## src/rtl/panda_pkg.sv

```systemverilog
// Shared constants and types for the Panda core.
// Register-file addressing and data widths live here.
package panda_pkg;

  localparam int RegAddrW = 5;
  localparam int XLEN     = 32;

  typedef logic [RegAddrW-1:0] reg_addr_t;
  typedef logic [XLEN-1:0]     reg_data_t;

endpackage

```

## src/rtl/panda_regfile_rdport.sv

```systemverilog
// Combinational register-file read mux.
// Address 0 always returns zero; x0 has no storage.
module panda_regfile_rdport
  import panda_pkg::*;
#(
  parameter int Width = XLEN,
  parameter int Depth = 2 ** RegAddrW,
  parameter int AddrW = $clog2(Depth)
) (
  input  logic [AddrW-1:0]             addr_i,
  input  logic [Depth-1:1][Width-1:0] regs_i,
  output logic [Width-1:0]             data_o
);

  always_comb begin
    data_o = '0;
    for (int i = 1; i < Depth; i++) begin
      if (addr_i == AddrW'(i)) begin
        data_o = regs_i[i];
      end
    end
  end

endmodule

```

## src/rtl/panda_regfile.sv

```systemverilog
// Panda integer register file: 2 combinational reads, 1 sync write.
// x0 is not stored; reads never see a same-cycle write.
module panda_regfile
  import panda_pkg::*;
#(
  parameter int Width = XLEN,
  parameter int Depth = 2 ** RegAddrW
) (
  input  logic                     clk_i,
  input  logic                     rst_i,
  input  logic [$clog2(Depth)-1:0] rs1_addr_i,
  output logic [Width-1:0]         rs1_data_o,
  input  logic [$clog2(Depth)-1:0] rs2_addr_i,
  output logic [Width-1:0]         rs2_data_o,
  input  logic [$clog2(Depth)-1:0] rd_addr_i,
  input  logic [Width-1:0]         rd_data_i,
  input  logic                     rd_we_i
);

  localparam int AddrW = $clog2(Depth);

  logic [Depth-1:1][Width-1:0] regs_q;
  logic [Depth-1:1][Width-1:0] regs_d;

  always_comb begin
    regs_d = regs_q;
    for (int i = 1; i < Depth; i++) begin
      if (rd_we_i && rd_addr_i == AddrW'(i)) begin
        regs_d[i] = rd_data_i;
      end
    end
  end

  always_ff @(posedge clk_i or posedge rst_i) begin
    if (rst_i) begin
      regs_q <= '0;
    end else begin
      regs_q <= regs_d;
    end
  end

  panda_regfile_rdport #(
    .Width(Width),
    .Depth(Depth),
    .AddrW(AddrW)
  ) u_rs1 (
    .addr_i(rs1_addr_i),
    .regs_i(regs_q),
    .data_o(rs1_data_o)
  );

  panda_regfile_rdport #(
    .Width(Width),
    .Depth(Depth),
    .AddrW(AddrW)
  ) u_rs2 (
    .addr_i(rs2_addr_i),
    .regs_i(regs_q),
    .data_o(rs2_data_o)
  );

endmodule

```

## config.mk

```make
export PLATFORM = sky130hd
export DESIGN_NAME = panda_regfile
export DESIGN_NICKNAME = d
export VERILOG_FILES = /design/src/rtl/panda_pkg.sv /design/src/rtl/panda_regfile_rdport.sv /design/src/rtl/panda_regfile.sv
export SDC_FILE = /design/constraint.sdc
export NUM_CORES = 2
export LEC_CHECK = 0
export CORE_ASPECT_RATIO = 1.1
export CORE_MARGIN = 3
export CORE_UTILIZATION = 35
export DETAILED_ROUTE_END_ITERATION = 8
export GPL_ROUTABILITY_DRIVEN = 0
export PLACE_DENSITY = 0.58
export SLEW_MARGIN = 40
export SYNTH_ARGS = -nofsm -noshare
export SYNTH_HDL_FRONTEND = slang
export SYNTH_HIERARCHICAL = 1
export SYNTH_SLANG_ARGS = --single-unit
```

## constraint.sdc

```tcl
create_clock -name clk_i -period 121.9 [get_ports clk_i]
set_input_delay 36.57 -clock clk_i [delete_from_list [all_inputs] [get_ports clk_i]]
set_output_delay 36.57 -clock clk_i [all_outputs]
set_load 0.05 [all_outputs]
```

==> impl_summary.md <==
STA
The final max-slew violation count is 0. Derived from the worst setup path, the maximum achievable clock frequency is 12.8 MHz. Adding up every negative setup slack in the final design gives 0 ns. Across all setup checks in the final design, the least slack found is 43.64 ns. The total count of hold-check failures in the final report is 0.

Setup repair after global routing left no endpoint under its margin. The shortest period the worst path allows is 78.26 ns. Setup violations remaining at the end of the flow were counted as 0. The worst clock skew on the final layout is 0 ns. The worst hold slack is 0.520 ns.

The normalized max-slew margin is 29.8%. Of the available clock period, the critical path in the final layout requires 64.2%. At the pin with the least slew margin, the transition time is 1.04 ns.

CTS
The number of clock sinks is 992. For this design, the CTS-stage hold fixing added 0 buffers. The clock tree from TritonCTS is built. The number of clock buffers added by TritonCTS is 102.

The maximum level of the CTS H-tree is 3. The number of buffers on the longest clock path is 3. The CTS clock-pin slew for the worst setup and hold paths is 0.07 ns. The post-CTS setup-driven buffer insertion count is 0. The tree is rooted in a clkbuf_16. The clock reaches the later pin of the worst-skew pair after 0.73 ns.

Gates resized during post-CTS repair numbered 0.

Synthesis
In the post-synthesis netlist, the biggest area contributors are dfrtp_1 44%, mux2_2 22%, o21ai_0 3.6%, mux2i_1 3.4%, a21oi_1 3.0%. The main combinational cell family by area after synthesis is multiplexers. Of the total synthesized cell area, the portion taken by AND, OR, NAND and NOR gates is 7.29%. The warning count from the yosys run is 6. Of the total synthesized cell area, the portion taken by XOR and XNOR cells is 0%.

Summing the areas of all fa, ha and maj instances in the mapped netlist gives 0% of the synthesized area. Synthesis produced a netlist whose cell count is 5,262. The sequential element share of the synthesized area is 44.2%. The count of flip-flops with a built-in enable after synthesis is 0. Summed over all instances, the cell type with the most area after synthesis is dfrtp_1. Multiplexer cells account for 26.1% of the synthesized area.

The dominant synthesized flop cell is dfrtp_1. Summed over its instances, the top area cell type makes up 44.2% of the synthesized netlist area. The mean instance size in the synthesized netlist is 10.7 um2. The synthesized design contains 992 register bits.

The fraction of the mapped netlist area in compound gates is 17.9%. The mapped netlist covers 56,200 um2. The number of distinct standard cells referenced by the synthesized netlist is 80. For this run, asynchronously set or reset flops after synthesis account for 100%. The net count after synthesis is 5,312.

GRT
The number of global-route vias before repair is 47,500. The number of antenna violations at the first check in global routing is 15. The first global-routing pass estimated 345,000 um of wire. Summed over all layers, the global routing overflow is 0. The maximum number of pins on one net before global-route repair is 108. The combined global-route utilization of all metal layers is 28.2%.

Detailed routing
In the routed design, unresolved DRC markers number 0. Summed over all layers, the routed wires come to 243,000 um. After the first detailed-routing iteration, the DRC count stood at 7,562. The detailed-route vias per instance is 6.70. For this run, the detailed router's first-pass iteration total came to 9. The detail route stage leaves a number of antenna-violating nets equal to 0. In the final routed layout, each cell accounts on average for 33.2 um. The via count is 49,000.

Floorplan
The floorplan step defined a die boundary enclosing 165,000 um2. The y dimension of the die is 426 um. The initial core utilization is 35.4%. The core area is 159,000 um2.

The top-level port count is 114. Measured along the x axis, the die boundary spans 388 um. The number of rows in the core area is 153.

Setup path
The source of the critical timing path is rs1_addr_i[4]. The top fanout value on the critical path is 31. The startpoint of the worst-slack reg-to-reg timing path is regs_q[611]$_DFFE_PP0P_.

The launching element type of the critical path is an input port. The worst register-to-register path has a depth of 1. The worst setup path is of the in -> out kind. For the worst setup path, the data arrival time is 41.69 ns. STA classifies the critical path endpoint as a primary output. For the worst setup path, the data required time is 85.33 ns.

Cells and area
After the last flow step, the layout net total stands at 5,186. regs_q holds more flip-flops than any other register. The core occupancy in the finished layout is 39.6%. The register with the most flip-flops in the layout has 992 of them. The area added between synthesis and finish is 11.9%. The number of fill cells is 15,300.

In the final layout, the registers with the most flip-flops are regs_q: 992 flops. The post-route netlist has 30.8% of its cells at a drive strength greater than 1. The count of cells in the finished layout, fillers not included, comes to 7,314.

Run status
The run finished with clean final reports.

Power
Summed over all cells, the static leakage comes to 0.0264 uW. The worst-case IR drop observed on VDD is 0.0000116 V. The power per cell area is 15.7 nW/um2.

Placed design
The number of cells in the design after placement is 7,123. The total half-perimeter wirelength after legalization and detailed placement is 157,000 um. The count of buffers from port buffering is 113. Before CTS, the worst setup slack after placement is 44.01 ns.

Hold path
The path class of the tightest hold or removal check is reg -> reg. The startpoint identified for the worst hold timing path is regs_q[946]$_DFFE_PP0P_. The cell depth of the worst min-delay path is 1.

Run
The tool flagged a number of max-cap violations equal to 0.
-- cells in the mapped netlist (7+ instances only) --
master / instances
o22ai_1: 170
a21o_1: 42
clkbuf_1: 206
buf_2: 256
dfrtp_1: 992
o21ai_1: 20
o22a_1: 12
o31ai_1: 8
a2bb2oi_1: 14
nand2b_1: 18
nor3b_1: 18
buf_1: 16
a211oi_1: 30
o211ai_1: 38
nand2_1: 318
a22oi_1: 116
or3_1: 13
nor2b_1: 34
mux2_1: 16
o221ai_1: 48
nor3_2: 7
mux2_2: 1076
nor2_1: 193
nand3_1: 88
a221oi_1: 52
inv_1: 11
o221a_2: 20
mux4_2: 20
a21oi_1: 340
o21ai_0: 410
nor3_1: 58
o2111a_1: 18
nand4_1: 23
or3b_2: 8
a22o_1: 30
buf_4: 46
o32ai_1: 26
a221o_1: 14
a31oi_1: 68
mux2i_1: 192
o21a_1: 18
a32oi_1: 26
-- kinds of logic after synthesis --
| logic type | count (synthesis) |
|---|---|
| AOI/OAI and AO/OA | 1570 |
| muxes | 1304 |
| DFF | 992 |
| and+or+nand+nor | 849 |
| buffers and inverters | 547 |
-- stage by stage --
stage	total power [uW]	instance area [um2]
3_3_place_gp	639	59100
6_report	988	62900
2_1_floorplan	576	56200
3_5_place_dp	645	59300
4_1_cts	983	62800
5_1_grt	1020	62900
-- critical path, stage by stage --
cell and delay (ns):
buf_4 0.36, buf_4 0.45, buf_4 0.50, inv_2 0.32, nand3_2 0.55, o21ai_0 0.18, a2111oi_0 0.56, a311oi_1 0.26
o21ai_0 0.77, o211ai_1 0.30, clkdlybuf4s50_1 0.77
-- per-layer routing --
metal / wire (um) / global-route usage [%] / vias up / part of all wire (%)
li1: - / - / 19600 / -
met1: 90700 / 35.1 / 24500 / 37
met5: 104 / 0.264 / - / 0.043
met3: 30800 / 9.41 / 1097 / 13
met4: 17900 / 17.0 / 8 / 7.3
met2: 103000 / 42.4 / 3824 / 43
-- layout by cell type, fill, tap and decap left out, drive strengths merged, types with 20 or more instances in the layout --
master	netlist	layout
o22ai	170	170
a31oi	68	68
a221oi	52	52
nor2	201	201
dfrtp	992	992
nand3	90	90
a211oi	30	30
nor2b	34	34
clkbuf	208	138
o21ai	430	430
a22oi	116	116
mux4	20	20
o32ai	26	26
buf	320	199
nor3	65	65
a21oi	342	342
nand2	320	320
clkinv	6	31
mux2	1092	1092
a21o	42	42
mux2i	192	192
a32oi	26	26
a22o	30	30
o221a	20	20
o221ai	48	48
o211ai	38	38
nand4	23	23
clkdlybuf4s50	0	99
nor3b	22	22
-- worst paths after layout --
kind | endpoint | slack [ns]
worst max register to register | regs_q[611]$_DFFE_PP0P_ | 120.99
max in group asynchronous | regs_q[496]$_DFFE_PP0P_ | 82.92
worst min register to register | regs_q[946]$_DFFE_PP0P_ | 0.52
min in group asynchronous | regs_q[95]$_DFFE_PP0P_ | 36.35
worst min-delay path | regs_q[946]$_DFFE_PP0P_ | 0.52
worst max-delay path | rs1_data_o[25] | 43.64
-- cell type report --
cell class / instances / area [um2] / area share, %
multi-input cells: 3723 / 29200 / 46.4
flip-flops and latches: 992 / 24800 / 39.5
clock buffers: 138 / 2940 / 4.68
repair buffers: 298 / 2640 / 4.19
well taps: 2092 / 2620 / 4.16
clock inverters: 47 / 598 / 0.951
inverters: 19 / 83.8 / 0.133
diodes: 5 / 12.5 / 0.0199
-- where the power goes --
part | switching (uW) | internal [uW] | total, uW
combinational | 111 | 91.0 | 202
clock | 144 | 195 | 339
sequential | 53.4 | 394 | 447
(Power assumes the default switching activity.)
